==> src/rtl/row_xfer.sv <==
// row_xfer: miss-service engine for the emulated DRAM row cache.
// While the row cache holds `hold`, optionally writes back the dirty victim
// row (cache array -> backing memory), then fills the assigned slot
// (backing memory -> cache array), then pulses `sync` for one cycle.
//
// Ports:
//   clk, rst_n                 clock, async active-low reset
//   hold, cRowId, RowId        miss request, target slot, row to fill
//   victim_dirty, victim_row   writeback needed, victim row address
//   sync, busy                 completion pulse, transfer in progress
//   mem_req/we/row/col/wdata   beat request to backing memory
//   mem_ack, mem_rdata         beat accept, read data (valid with ack)
//   cache_re/we/slot/col/wdata cache-array access
//   cache_rdata                array read data, one cycle after cache_re
//   miss_cnt                   completed transfers, saturating
module row_xfer #(
    parameter int CHWIDTH   = 5,
    parameter int ADDRWIDTH = 17,
    parameter int COLWIDTH  = 4,
    parameter int DWIDTH    = 64
) (
    input  logic                 clk,
    input  logic                 rst_n,
    input  logic                 hold,
    input  logic [CHWIDTH-1:0]   cRowId,
    input  logic [ADDRWIDTH-1:0] RowId,
    input  logic                 victim_dirty,
    input  logic [ADDRWIDTH-1:0] victim_row,
    output logic                 sync,
    output logic                 busy,
    output logic                 mem_req,
    output logic                 mem_we,
    output logic [ADDRWIDTH-1:0] mem_row,
    output logic [COLWIDTH-1:0]  mem_col,
    output logic [DWIDTH-1:0]    mem_wdata,
    input  logic                 mem_ack,
    input  logic [DWIDTH-1:0]    mem_rdata,
    output logic                 cache_re,
    output logic                 cache_we,
    output logic [CHWIDTH-1:0]   cache_slot,
    output logic [COLWIDTH-1:0]  cache_col,
    output logic [DWIDTH-1:0]    cache_wdata,
    input  logic [DWIDTH-1:0]    cache_rdata,
    output logic [15:0]          miss_cnt
);

    typedef enum logic [2:0] {IDLE, WB_RD, WB_REQ, FILL, DONE} state_t;

    state_t                state;
    logic [COLWIDTH-1:0]   col;
    logic [CHWIDTH-1:0]    slot_q;
    logic [ADDRWIDTH-1:0]  row_q;
    logic [ADDRWIDTH-1:0]  vrow_q;
    logic [DWIDTH-1:0]     wdata_q;
    logic                  wd_fresh;   // first WB_REQ cycle of a beat
    logic                  col_max;

    assign col_max = &col;

    always_ff @(posedge clk or negedge rst_n) begin
        if (!rst_n) begin
            state    <= IDLE;
            col      <= '0;
            slot_q   <= '0;
            row_q    <= '0;
            vrow_q   <= '0;
            wdata_q  <= '0;
            wd_fresh <= 1'b0;
            miss_cnt <= '0;
        end else begin
            case (state)
                IDLE: begin
                    if (hold) begin
                        slot_q <= cRowId;
                        row_q  <= RowId;
                        vrow_q <= victim_row;
                        col    <= '0;
                        state  <= victim_dirty ? WB_RD : FILL;
                    end
                end
                WB_RD: begin
                    wd_fresh <= 1'b1;
                    state    <= WB_REQ;
                end
                WB_REQ: begin
                    // Capture the array data once; it is held from here on
                    // even if the array output moves while unacked.
                    wd_fresh <= 1'b0;
                    if (wd_fresh)
                        wdata_q <= cache_rdata;
                    if (mem_ack) begin
                        if (col_max) begin
                            col   <= '0;
                            state <= FILL;
                        end else begin
                            col   <= col + 1'b1;
                            state <= WB_RD;
                        end
                    end
                end
                FILL: begin
                    if (mem_ack) begin
                        col <= col + 1'b1;
                        if (col_max)
                            state <= DONE;
                    end
                end
                DONE: begin
                    if (miss_cnt != 16'hFFFF)
                        miss_cnt <= miss_cnt + 16'd1;
                    state <= IDLE;
                end
                default: state <= IDLE;
            endcase
        end
    end

    // Outputs decode straight from the state flops, so they are all zero
    // the instant reset forces IDLE.
    assign sync     = (state == DONE);
    assign busy     = (state != IDLE);
    assign mem_we   = (state == WB_REQ);
    assign mem_req  = (state == WB_REQ) || (state == FILL);
    assign mem_row  = (state == WB_REQ) ? vrow_q :
                      (state == FILL)   ? row_q  : '0;
    assign mem_col  = mem_req ? col : '0;
    // Array data arrives in the first WB_REQ cycle; pass it through then so
    // an immediate ack costs no extra cycle, afterwards use the held copy.
    assign mem_wdata = (state != WB_REQ) ? '0 :
                       wd_fresh ? cache_rdata : wdata_q;

    assign cache_re    = (state == WB_RD);
    assign cache_we    = (state == FILL) && mem_ack;
    assign cache_slot  = (cache_re || cache_we) ? slot_q : '0;
    assign cache_col   = (cache_re || cache_we) ? col : '0;
    assign cache_wdata = cache_we ? mem_rdata : '0;

endmodule

==> config.mk <==
export PLATFORM = sky130hd
export DESIGN_NAME = row_xfer
export DESIGN_NICKNAME = d
export VERILOG_FILES = /design/src/rtl/row_xfer.sv
export SDC_FILE = /design/constraint.sdc
export NUM_CORES = 1
export LEC_CHECK = 0
export CORE_AREA = 2 2 138 140
export CTS_CLUSTER_SIZE = 14
export DETAILED_ROUTE_END_ITERATION = 6
export DIE_AREA = 0 0 140 142
export PLACE_DENSITY = 0.78
export REMOVE_ABC_BUFFERS = 1
export SLEW_MARGIN = 20
export SYNTH_ARGS = -nofsm -noshare
export SYNTH_HDL_FRONTEND = slang
export SYNTH_SLANG_ARGS = --single-unit
==> constraint.sdc <==
create_clock -name clk -period 2.55 [get_ports clk]
set_clock_uncertainty 0.05 [all_clocks]
set_input_delay 0.51 -clock clk [delete_from_list [all_inputs] [get_ports clk]]
set_output_delay 0.51 -clock clk [all_outputs]
set_load 0.02 [all_outputs]
==> impl_metrics.yaml <==
outcome:
  status: "finished, violations left"
  violations: "DRC"
die:
  dieArea_um2: 19880
  initial_core_util_pct: 38.16
  fp-row-count: 50
  die_w_um: 140
  die_h_um: 142
  ios: 352
  core-area_um2: 18460
cts:
  cts_tree: "yes"
  numCtsBuffers: 17
  cts.sinks: 127
  hold_buffers: 0
  insertion_delay_ps: 410
  h-tree-depth: 4
  clockRootBuffer: "clkbuf_16"
  clockBufferDepth: 2
  clkSlewWorstSetupHoldPaths_ps: 60
min_path:
  min_path_type: "in2async"
power_and_ir_drop:
  p_leak_nw: 5.325
  ir_drop_mv: 0.4757
  p_per_area_nw_per_um2: 1033
route:
  drt-initial-drc-count: 199
  drc_errors: 25
  firstDrtPassIters: 7
  drtAntennaViolNets: 0
  detail_route.wl_per_cell_um: 18.06
  via_per_inst: 4.849
  drt_wl_total_um: 21820
  vias: 5857
grt:
  grt_use_total_pct: 21.98
  antenna_found_initial: 5
  grt_pass1_vias: 6038
  grt_pass1_wl_um: 33470
  gr-total-overflow: 0
  grt_max_degree: 67
yosys:
  synth_ff_type: "dfrtp_1"
  async_flop_share_pct: 100.0
  syn_area_um2: 7042
  synth_area_leaders: "dfrtp_1 (45%), mux2_4 (13%), mux2i_1 (12%)"
  ys_seq_area_share_pct: 45.13
  ys_warn_count: 0
  ys_ff_latch: 127
  synth_edf_count: 0
  synth_largest_area_cell: "dfrtp_1"
  syn_inst: 604
  synth_top_area_share_pct: 45.13
  synth_cell_types: 40
  syn_avg_cell_area_um2: 11.66
sta:
  fin_crit_sh_pct: 97.32
  worst_hold_slack_ps: 28.51
  slew_viol_final: 0
  fin_crit_ps: 2482
  tightest_slew_ps: 538.4
  max_freq_mhz: 403.0
  hold_viol_final: 0
  setup_viol: 0
  relSlewSlack_pct: 64.11
worst_setup_path:
  crit_arrival_ps: 1920
  worst_ep_required_time_ps: 1990
  critPathKind: "in2out"
  cp-end-kind: "output port"
  worstPathMaxFanout: 42
  start_kind: "input pin"
flow_run:
  maxCapViolCount: 0
place:
  port_buffers: 351
  dp_cells: 1171
  place_hpwl_um: 16380
  gp_congestion: 0.8985
  placed_cell_area_um2: 10900
cells_and_area:
  final_cells: 1208
  drive_above_1_share_pct: 20.33
  finish.utilization_pct: 60.68
  num-fill-cells: 1586
  design_area_um2: 11200
  area_growth_pct: 59.04
  final_common_cell: "clkdlybuf4s50_1"
  mostFrequentLayoutCells: "clkdlybuf4s50_1 (187), dfrtp_1 (126), nor2_1 (90)"
  fin_nets: 1130
## critical path: stages
cell and delay (ps):
clkdlybuf4s50_1 500, nand2_1 120, nor2_4 140, buf_12 180
and2_1 150, clkdlybuf4s15_1 310
## registers in the layout, summed over array words and instances, names as in the netlist
| register | cells |
|---|---|
| wd_fresh | 1 |
| state | 3 |
| wdata_q | 64 |
| vrow_q | 17 |
| col | 4 |
| miss_cnt | 16 |
| row_q | 17 |
| slot_q | 5 |
## through the flow
step	total power [mW]	TNS, ps	setup WS (ps)
6_report	11.57	0	68.32
5_1_grt	12.27	-26.32	-26.32
4_1_cts	11.70	0	0.4288
3_5_place_dp	9.861	-14410	-243.0
3_3_place_gp	9.765	-12660	-202.2
2_1_floorplan	7.211	-293820	-2849
## routing by layer
layer  track usage, %  wire, µm
met1            22.88      8019
met2            40.99     11460
met3            6.157      1406
met4            10.47       935
met5                0         0
## worst paths after layout
path                                       startpoint                      end  slack (ps)  cells after the start
worst max-delay path                          mem_ack           cache_wdata[4]          70                      6
worst min register to register  vrow_q[5]$_DFFE_PN0P_    vrow_q[5]$_DFFE_PN0P_         440                      1
min in group clk                vrow_q[5]$_DFFE_PN0P_    vrow_q[5]$_DFFE_PN0P_         440                      1
worst min-delay path                            rst_n  wdata_q[47]$_DFFE_PN0P_          30                      1
worst max register to register   state[0]$_DFFE_PN0P_    row_q[15]$_DFFE_PN0P_         440                      5
max in group asynchronous                       rst_n     wd_fresh$_DFFE_PN0P_        1750                      2
## area by class of cell
class / count / area (µm²) / share of cell area [%]
multi-input combinational: 432 / 3613 / 32.26
timing repair buffer: 372 / 3511 / 31.35
sequential: 127 / 3182 / 28.41
clock buffer: 18 / 429.2 / 3.832
tap: 234 / 292.8 / 2.614
clock inverter: 14 / 136.4 / 1.218
inverter: 6 / 22.52 / 0.2011
antenna: 5 / 12.51 / 0.1117
## synth_stat cells (8+ instances only)
master,count
mux2_4,60
dfrtp_1,127
and2_1,77
xor2_1,8
nor2_1,91
buf_6,10
mux2_1,10
xnor2_1,8
nand2_1,9
mux2i_1,81
mux2_2,35
clkbuf_1,11
buf_2,11
## cell families after synthesis
group,share of synthesized area (%)
simple gates,16.28
flops,45.13
compound gates,0.9775
xor+xnor,1.990
fa+ha+maj,0.3553
mux,31.50
buf+inv,3.767
## repair_timing
| item | 4_1_cts | 5_1_grt |
|---|---|---|
| setup endpoints to repair | 160 | 87 |
| setup buffers | 0 | 0 |
| gates resized for setup | 160 | 129 |
## where the power goes
part / internal (mW) / switching, mW
combinational: 2.97 / 2.85
sequential: 2.90 / 0.528
clock: 1.36 / 0.962
No activity file was read; power rests on OpenSTA's default activity.
